<file path="src/rtl/numpad_pkg.sv">
// Shared definitions for the numpad decoder: op codes, event bit positions
// and the main-keyboard index map.
package numpad_pkg;

  typedef enum logic [2:0] {
    OP_ADD = 3'd0,
    OP_SUB = 3'd1,
    OP_MUL = 3'd2,
    OP_DIV = 3'd3,
    OP_EQ  = 3'd4,
    OP_CLR = 3'd5
  } op_t;

  localparam int EV_VALID = 5;
  localparam int EV_MAIN  = 4;

  // An all-zero event word is "no event".
  localparam logic [5:0] BTN_EMPTY = 6'b00_0000;

  localparam logic [3:0] ALT_BACKSPACE = 4'd0;
  localparam logic [3:0] ALT_NEGATE    = 4'd4;

  typedef struct packed {
    logic       is_digit;
    logic [3:0] digit;
    logic       is_op;
    op_t        op;
  } key_t;

  function automatic key_t decode_main(input logic [3:0] idx);
    key_t k;
    k = '{is_digit: 1'b0, digit: 4'd0, is_op: 1'b0, op: OP_ADD};
    case (idx)
      4'd0:  begin k.is_digit = 1'b1; k.digit = 4'd1; end
      4'd4:  begin k.is_digit = 1'b1; k.digit = 4'd2; end
      4'd8:  begin k.is_digit = 1'b1; k.digit = 4'd3; end
      4'd1:  begin k.is_digit = 1'b1; k.digit = 4'd4; end
      4'd5:  begin k.is_digit = 1'b1; k.digit = 4'd5; end
      4'd9:  begin k.is_digit = 1'b1; k.digit = 4'd6; end
      4'd2:  begin k.is_digit = 1'b1; k.digit = 4'd7; end
      4'd6:  begin k.is_digit = 1'b1; k.digit = 4'd8; end
      4'd10: begin k.is_digit = 1'b1; k.digit = 4'd9; end
      4'd3:  begin k.is_digit = 1'b1; k.digit = 4'd0; end
      4'd12: begin k.is_op = 1'b1; k.op = OP_ADD; end
      4'd13: begin k.is_op = 1'b1; k.op = OP_SUB; end
      4'd14: begin k.is_op = 1'b1; k.op = OP_MUL; end
      4'd15: begin k.is_op = 1'b1; k.op = OP_DIV; end
      4'd11: begin k.is_op = 1'b1; k.op = OP_EQ;  end
      default: begin k.is_op = 1'b1; k.op = OP_CLR; end
    endcase
    return k;
  endfunction

endpackage

</file>
<file path="src/rtl/key_event_fifo.sv">
// Small synchronous FIFO for scanner events; a push into a full FIFO is
// accepted only when a pop frees a slot in the same cycle.
module key_event_fifo #(
  parameter int W     = 6,
  parameter int DEPTH = 4
) (
  input  logic         clock,
  input  logic         reset_n,
  input  logic         push,
  input  logic [W-1:0] push_data,
  input  logic         pop,
  output logic [W-1:0] pop_data,
  output logic         full,
  output logic         empty
);

  localparam int AW = $clog2(DEPTH);

  logic [W-1:0]  mem [DEPTH];
  logic [AW-1:0] wr_ptr_reg, rd_ptr_reg;
  logic [AW:0]   cnt_reg;
  logic          do_push, do_pop;

  assign full     = (cnt_reg == (AW+1)'(DEPTH));
  assign empty    = (cnt_reg == '0);
  assign do_pop   = pop && !empty;
  assign do_push  = push && (!full || do_pop);
  assign pop_data = mem[rd_ptr_reg];

  always_ff @(posedge clock) begin
    if (do_push) mem[wr_ptr_reg] <= push_data;
  end

  always_ff @(posedge clock) begin
    if (!reset_n) begin
      wr_ptr_reg <= '0;
      rd_ptr_reg <= '0;
      cnt_reg    <= '0;
    end else begin
      if (do_push) wr_ptr_reg <= wr_ptr_reg + 1'b1;
      if (do_pop)  rd_ptr_reg <= rd_ptr_reg + 1'b1;
      case ({do_push, do_pop})
        2'b10:   cnt_reg <= cnt_reg + 1'b1;
        2'b01:   cnt_reg <= cnt_reg - 1'b1;
        default: cnt_reg <= cnt_reg;
      endcase
    end
  end

endmodule

</file>
<file path="src/rtl/numpad_decoder.sv">
// Numpad key events -> BCD entry -> {op, signed operand} tokens.
// Define NUMPAD_DECODER_KEY_FIFO_EN to buffer events in a 4-entry FIFO.
module numpad_decoder
  import numpad_pkg::*;
#(
  parameter int MAX_DIGITS = 4,
  parameter int OUT_W      = 16
) (
  input  logic                    clock,
  input  logic                    reset_n,
  input  logic [5:0]              key_event,
  output logic                    out_valid,
  input  logic                    out_ready,
  output logic [2:0]              out_op,
  output logic [OUT_W-1:0]        out_operand,
  output logic                    out_has_operand,
  output logic [4*MAX_DIGITS-1:0] entry_bcd,
  output logic                    entry_neg,
  output logic                    entry_full,
  output logic                    dropped
);

  localparam int     CW      = $clog2(MAX_DIGITS + 1);
  localparam longint MAX_MAG = 10**MAX_DIGITS - 1;
  localparam longint OUT_LIM = longint'(1) << (OUT_W - 1);

  generate
    if (OUT_LIM <= MAX_MAG) begin : g_width_check
      $error("OUT_W too narrow to hold MAX_DIGITS decimal digits");
    end
  endgenerate

  typedef enum logic [1:0] {ENTRY, CONVERT, SEND} state_t;

  state_t                  state_reg, state_next;
  logic [4*MAX_DIGITS-1:0] bcd_reg, bcd_next;
  logic [CW-1:0]           count_reg, count_next;
  logic [CW-1:0]           idx_reg, idx_next;
  logic                    neg_reg, neg_next;
  logic                    has_reg, has_next;
  op_t                     op_reg, op_next;
  logic [OUT_W-1:0]        acc_reg, acc_next;
  logic [OUT_W-1:0]        operand_reg, operand_next;
  logic                    has_op_reg, has_op_next;
  logic                    valid_reg, valid_next;
  logic                    dropped_reg, dropped_next;

  logic [5:0] ev;
  logic       lost;
  logic [3:0] conv_digit;
  key_t       k;

`ifdef NUMPAD_DECODER_KEY_FIFO_EN
  logic       fifo_full, fifo_empty, fifo_pop;
  logic [5:0] fifo_data;

  assign fifo_pop = (state_reg == ENTRY) && !fifo_empty;

  key_event_fifo #(.W(6), .DEPTH(4)) u_fifo (
    .clock     (clock),
    .reset_n   (reset_n),
    .push      (key_event[EV_VALID]),
    .push_data (key_event),
    .pop       (fifo_pop),
    .pop_data  (fifo_data),
    .full      (fifo_full),
    .empty     (fifo_empty)
  );

  assign ev   = fifo_pop ? fifo_data : BTN_EMPTY;
  assign lost = key_event[EV_VALID] && fifo_full && !fifo_pop;
`else
  assign ev   = (state_reg == ENTRY) ? key_event : BTN_EMPTY;
  assign lost = key_event[EV_VALID] && (state_reg != ENTRY);
`endif

  // MSD first: idx counts down from MAX_DIGITS-1.
  assign conv_digit = bcd_reg[4*idx_reg +: 4];

  always_comb begin
    state_next   = state_reg;
    bcd_next     = bcd_reg;
    count_next   = count_reg;
    idx_next     = idx_reg;
    neg_next     = neg_reg;
    has_next     = has_reg;
    op_next      = op_reg;
    acc_next     = acc_reg;
    operand_next = operand_reg;
    has_op_next  = has_op_reg;
    valid_next   = valid_reg;
    dropped_next = dropped_reg | lost;
    k            = decode_main(ev[3:0]);

    case (state_reg)
      ENTRY: begin
        if (ev[EV_VALID]) begin
          if (ev[EV_MAIN]) begin
            if (k.is_digit) begin
              if (count_reg < CW'(MAX_DIGITS)) begin
                bcd_next = (bcd_reg << 4) | {{(4*MAX_DIGITS-4){1'b0}}, k.digit};
                has_next = 1'b1;
                if (!(k.digit == 4'd0 && count_reg == '0))
                  count_next = count_reg + 1'b1;
              end
            end else if (k.is_op) begin
              op_next    = k.op;
              acc_next   = '0;
              idx_next   = CW'(MAX_DIGITS - 1);
              state_next = CONVERT;
            end
          end else if (ev[3:0] == ALT_BACKSPACE) begin
            bcd_next = bcd_reg >> 4;
            if (count_reg != '0) count_next = count_reg - 1'b1;
            if (count_reg <= CW'(1)) has_next = 1'b0;
          end else if (ev[3:0] == ALT_NEGATE) begin
            neg_next = !neg_reg;
          end
        end
      end
      CONVERT: begin
        acc_next = acc_reg * OUT_W'(10) + OUT_W'(conv_digit);
        if (idx_reg == '0) state_next = SEND;
        else idx_next = idx_reg - 1'b1;
      end
      SEND: begin
        // First SEND cycle applies the sign; the token is visible from the next.
        if (!valid_reg) begin
          valid_next   = 1'b1;
          operand_next = neg_reg ? -acc_reg : acc_reg;
          has_op_next  = has_reg;
        end else if (out_ready) begin
          valid_next = 1'b0;
          state_next = ENTRY;
          bcd_next   = '0;
          count_next = '0;
          neg_next   = 1'b0;
          has_next   = 1'b0;
          if (op_reg == OP_CLR) dropped_next = lost;
        end
      end
      default: state_next = ENTRY;
    endcase
  end

  always_ff @(posedge clock) begin
    if (!reset_n) begin
      state_reg   <= ENTRY;
      bcd_reg     <= '0;
      count_reg   <= '0;
      idx_reg     <= '0;
      neg_reg     <= 1'b0;
      has_reg     <= 1'b0;
      op_reg      <= OP_ADD;
      acc_reg     <= '0;
      operand_reg <= '0;
      has_op_reg  <= 1'b0;
      valid_reg   <= 1'b0;
      dropped_reg <= 1'b0;
    end else begin
      state_reg   <= state_next;
      bcd_reg     <= bcd_next;
      count_reg   <= count_next;
      idx_reg     <= idx_next;
      neg_reg     <= neg_next;
      has_reg     <= has_next;
      op_reg      <= op_next;
      acc_reg     <= acc_next;
      operand_reg <= operand_next;
      has_op_reg  <= has_op_next;
      valid_reg   <= valid_next;
      dropped_reg <= dropped_next;
    end
  end

  assign out_valid       = valid_reg;
  assign out_op          = op_reg;
  assign out_operand     = operand_reg;
  assign out_has_operand = has_op_reg;
  assign entry_bcd       = bcd_reg;
  assign entry_neg       = neg_reg;
  assign entry_full      = (count_reg == CW'(MAX_DIGITS));
  assign dropped         = dropped_reg;

endmodule

</file>
<file path="config.mk">
export PLATFORM = sky130hd
export DESIGN_NAME = numpad_decoder
export DESIGN_NICKNAME = d
export VERILOG_FILES = /design/src/rtl/numpad_pkg.sv /design/src/rtl/key_event_fifo.sv /design/src/rtl/numpad_decoder.sv
export SDC_FILE = /design/constraint.sdc
export NUM_CORES = 1
export LEC_CHECK = 0
export CAP_MARGIN = 10
export CORE_AREA = 2 2 81 121
export DETAILED_ROUTE_END_ITERATION = 8
export DIE_AREA = 0 0 83 123
export GPL_TIMING_DRIVEN = 0
export MAX_ROUTING_LAYER = met4
export PLACE_DENSITY = 0.67
export SYNTH_ARGS = -nofsm -noshare
export SYNTH_HDL_FRONTEND = slang
export SYNTH_SLANG_ARGS = --single-unit
export TNS_END_PERCENT = 50
</file>
<file path="constraint.sdc">
create_clock -name clock -period 4.3 [get_ports clock]
set_clock_uncertainty 0.05 [all_clocks]
set_input_delay 0.86 -clock clock [delete_from_list [all_inputs] [get_ports clock]]
set_output_delay 0.86 -clock clock [all_outputs]
set_load 0.01 [all_outputs]
</file>
==> parameters.txt <==
Parameter                              Value

Setup path
  Max stage delay on crit path    0.55 ns
  Slack of the worst reg-to-reg path    between 0.8 and 0.9 ns
  Startpoint of the most critical register-to-register path    acc_reg[1]
  Ordered list of cells on the worst path    ha_1, ha_1, fa_1, a211oi_1, o211ai_1, nand4b_1, nand4b_1, a2111oi_2, xor2_1, o21ai_1
  Required time of the critical path    approximately 4.5 ns
  Worst Reg2Reg Path Length in Cells    10
  Worst Path Class, Setup    flip-flop to flip-flop
  Critical Path Slowest Stage Cell    sky130_fd_sc_hd__dfxtp_1
  Critical path data arrival time    between 3 and 4 ns
  Nature of the critical path startpoint    flip-flop
  Critical path peak fanout    8
  Element type at the critical path end    flip-flop
  Capturing point of the worst reg2reg path    acc_reg[14]

Synthesis
  Synth unique cells    a little over 60
  Ys async rst share    0%
  Number of enable-type register cells in the synthesized netlist    0
  Syn. warnings    0
  Primary FF master, synth    sky130_fd_sc_hd__dfxtp_1
  Sequential-to-total area share from yosys stat    28.8%
  Synth Register Bits    64
  Post-Synthesis Cell Area    about 0.0045 mm^2
  Number of standard cells after synthesis    roughly 530
  Syn nets    approximately 580
  Mean Syn Cell Area    around 8.3 um^2

Worst hold path
  Hold wc startpoint    out_operand[0]
  Endpoint, Worst Hold    out_operand[0]
  Worst min-delay path category    flip-flop to flip-flop
  Number of stages on the worst hold path    2

Power
  Total power per unit cell area    approximately 270 mW/mm^2
  Worst vdd ir    between 0.2 and 0.3 mV
  Leakage power figure    between 2 and 2.5 nW

Clock network
  Clock slew at reported path FFs    around 0.06 ns
  CTS hold repair buffers    0
  Insertion delay to the later sink of the worst-skew pair    ~0.33 ns
  CTS Buf Count    9
  Number of levels in the clock H-tree    3
  Number of buffers between clock root and the deepest sink    2
  Resized Gates After CTS    0
  Setup bufs post-CTS    0
  Clock tree from TritonCTS    yes
  Master cell of the clock root buffer    sky130_fd_sc_hd__clkbuf_16
  CTS Sinks    64

Timing
  Final Max Tran Viols    0
  Fin crit share    between 80% and 90%
  Highest achievable clock rate    between 200 and 300 MHz
  Sum of negative setup slack    0 ns
  Worst setup margin    between 0.8 and 0.9 ns
  Final Setup Violations    0
  Worst-margin pin slew    0.720 ns
  Worst slew margin relative to its limit    51.4%
  Hold Violations, Final    0
  RSZ-0062 raised after global routing    false
  Period minus WS final    3.48 ns

Run
  Total of max-cap violations    0

Global route
  First-pass GRT wire length    18800 um
  Remaining global-route overflow    0
  Antenna violations before repair    0
  GRT Resource Usage Total    between 20% and 30%
  Number of global-route vias before repair    a little over 4000
  Pin count of the biggest net entering global routing    12

Detailed routing
  Total Routed Length    approximately 11000 um
  Number of routed nets with antenna violations    0
  Total via count in the routed design    between 4000 and 5000
  1st-pass router iterations    4
  Drt first-iter violations    186
  Per-cell via count in the routed design    just under 6
  Residual DRC count    0
  Avg WL per Cell    roughly 16 um

Place
  Area post-placement    between 0.005 and 0.006 mm^2
  Detailed placer's ending HPWL    roughly 8600 um
  Final estimated routing congestion in global placement    between 0.9 and 1
  Count of port buffers added during placement    42
  Worst slack at placement    about 0.84 ns
  Placed instance count    687

Finish
  Cell Count, Final, Fillers Out    about 700
  Number of antenna diodes    0
  Post-layout nets    630
  Layout cell share with drive strength beyond 1    5.92%
  Synthesis-to-layout area growth    18.8%
  Fill cell total of the finished layout    868
  Area of all placed cells without fillers    roughly 0.0053 mm^2
  Utilization after layout    57.5%

Floorplan
  Number of I/O pins    49
  Starting Density    roughly 48%
  Area of the die    slightly above 0.01 mm^2
  Number of rows in the core area    43
  Width of the die    around 83 um
  Vertical die dimension    about 120 um
  Core Box Area    0.00920 mm^2

Outcome
  Result of the run    complete, no violations
-- report_power, final --
group / leakage (nW) / internal, mW / switching [mW] / total, mW
Combinational: 1.53 / 0.0556 / 0.0821 / 0.138
Sequential: 0.517 / 0.604 / 0.00901 / 0.613
Clock: 0.133 / 0.407 / 0.269 / 0.676
Total: 2.18 / 1.07 / 0.360 / 1.43
-- kinds of logic after synthesis --
kind of cell	count (synthesis)	share of synthesized area, %
mux	14	4.27
simple gates	198	23.8
compound gates	142	22.3
fa+ha+maj	35	10.2
buf+inv	46	4.02
flops	64	28.8
xor+xnor	34	6.69
-- Yosys cell counts (3+ instances only) --
library cell               count  area (um^2)
sky130_fd_sc_hd__dfxtp_1      64         1280
sky130_fd_sc_hd__nand2_1      55          206
sky130_fd_sc_hd__nor2b_1      39          244
sky130_fd_sc_hd__a21oi_1      35          175
sky130_fd_sc_hd__ha_1         33          413
sky130_fd_sc_hd__clkbuf_1     30          113
sky130_fd_sc_hd__nor2_1       25         93.8
sky130_fd_sc_hd__o21ai_0      24          120
sky130_fd_sc_hd__nor3_1       18         90.1
sky130_fd_sc_hd__xnor2_1      17          149
sky130_fd_sc_hd__xor2_1       17          149
sky130_fd_sc_hd__a22oi_1      15          113
sky130_fd_sc_hd__nand3_1      14         70.1
sky130_fd_sc_hd__o211a_1      13          130
sky130_fd_sc_hd__and2_1       11         68.8
sky130_fd_sc_hd__inv_1        10         37.5
sky130_fd_sc_hd__mux2i_1      10          100
sky130_fd_sc_hd__a21o_1        7         52.6
sky130_fd_sc_hd__o211ai_1      7         52.6
sky130_fd_sc_hd__o21ai_1       6         30.0
sky130_fd_sc_hd__a21boi_0      5         37.5
sky130_fd_sc_hd__nand2b_1      5         31.3
sky130_fd_sc_hd__buf_2         4         20.0
sky130_fd_sc_hd__mux4_2        4         90.1
sky130_fd_sc_hd__nand4b_1      4         35.0
sky130_fd_sc_hd__nor3b_1       4         30.0
sky130_fd_sc_hd__o31ai_1       4         30.0
sky130_fd_sc_hd__a32oi_1       3         26.3
sky130_fd_sc_hd__nor4b_1       3         26.3
-- layout by cell type (no fill, tap or decap), types with 3 or more instances in the layout --
master                            instances
sky130_fd_sc_hd__dfxtp_1                 64
sky130_fd_sc_hd__nand2_1                 55
sky130_fd_sc_hd__clkdlybuf4s50_1         42
sky130_fd_sc_hd__nor2b_1                 39
sky130_fd_sc_hd__a21oi_1                 35
sky130_fd_sc_hd__ha_1                    33
sky130_fd_sc_hd__clkbuf_1                32
sky130_fd_sc_hd__nor2_1                  25
sky130_fd_sc_hd__o21ai_0                 24
sky130_fd_sc_hd__nor3_1                  18
sky130_fd_sc_hd__xnor2_1                 17
sky130_fd_sc_hd__xor2_1                  17
sky130_fd_sc_hd__a22oi_1                 15
sky130_fd_sc_hd__nand3_1                 14
sky130_fd_sc_hd__o211a_1                 13
sky130_fd_sc_hd__and2_1                  11
sky130_fd_sc_hd__inv_1                   10
sky130_fd_sc_hd__mux2i_1                 10
sky130_fd_sc_hd__clkbuf_16                9
sky130_fd_sc_hd__o211ai_1                 7
sky130_fd_sc_hd__a21o_1                   7
sky130_fd_sc_hd__o21ai_1                  6
sky130_fd_sc_hd__nand2b_1                 5
sky130_fd_sc_hd__a21boi_0                 5
sky130_fd_sc_hd__mux4_2                   4
sky130_fd_sc_hd__nor3b_1                  4
sky130_fd_sc_hd__o31ai_1                  4
sky130_fd_sc_hd__buf_2                    4
sky130_fd_sc_hd__nand4b_1                 4
sky130_fd_sc_hd__a32oi_1                  3
sky130_fd_sc_hd__nor4b_1                  3
-- per-layer routing --
metal  track usage, %  vias up  share of wire [%]
li1                 -     2030                  -
met1             24.1     1961                 40
met2             44.8       66                 55
met3             2.67       22                2.4
met4             9.73        0                2.7
met5                -        -                  0
-- area by class of cell --
class | count | area, um^2 | share of cell area, %
Multi-Input combinational cell | 423 | 2990 | 56.6
Buffer | 36 | 141 | 2.67
Clock buffer | 12 | 246 | 4.66
Clock inverter | 4 | 30.0 | 0.568
Tap cell | 112 | 140 | 2.65
Inverter | 10 | 37.5 | 0.710
Sequential cell | 64 | 1280 | 24.2
Timing Repair Buffer | 42 | 420 | 7.95
-- through the flow --
step                total power [mW]  hold WS [ns]
finish                          1.43         0.433
global route                    1.47         0.458
CTS                             1.43         0.436
detailed placement             0.763         0.429
global placement               0.760         0.412
floorplan                      0.717         0.391
-- worst max-delay path, delay by kind of cell, from the launching register on --
family	cells	cell delay, ns
compound gates	4	1.11
xor+xnor	1	0.21
fa+ha+maj	3	1.01
simple gates	2	0.44
flops	1	0.55
-- how the worst max path moves through the flow --
stage                        to  depth (start not counted)        from  slack, ns
floorplan           acc_reg[14]                         10  acc_reg[1]       1.32
global placement    acc_reg[14]                         10  acc_reg[1]       0.90
detailed placement  acc_reg[14]                         10  acc_reg[1]       0.84
CTS                 acc_reg[14]                         10  acc_reg[1]       0.83
global route        acc_reg[14]                         10  acc_reg[1]       0.58
finish              acc_reg[14]                         10  acc_reg[1]       0.82
Power figures use the tool's default switching activity.
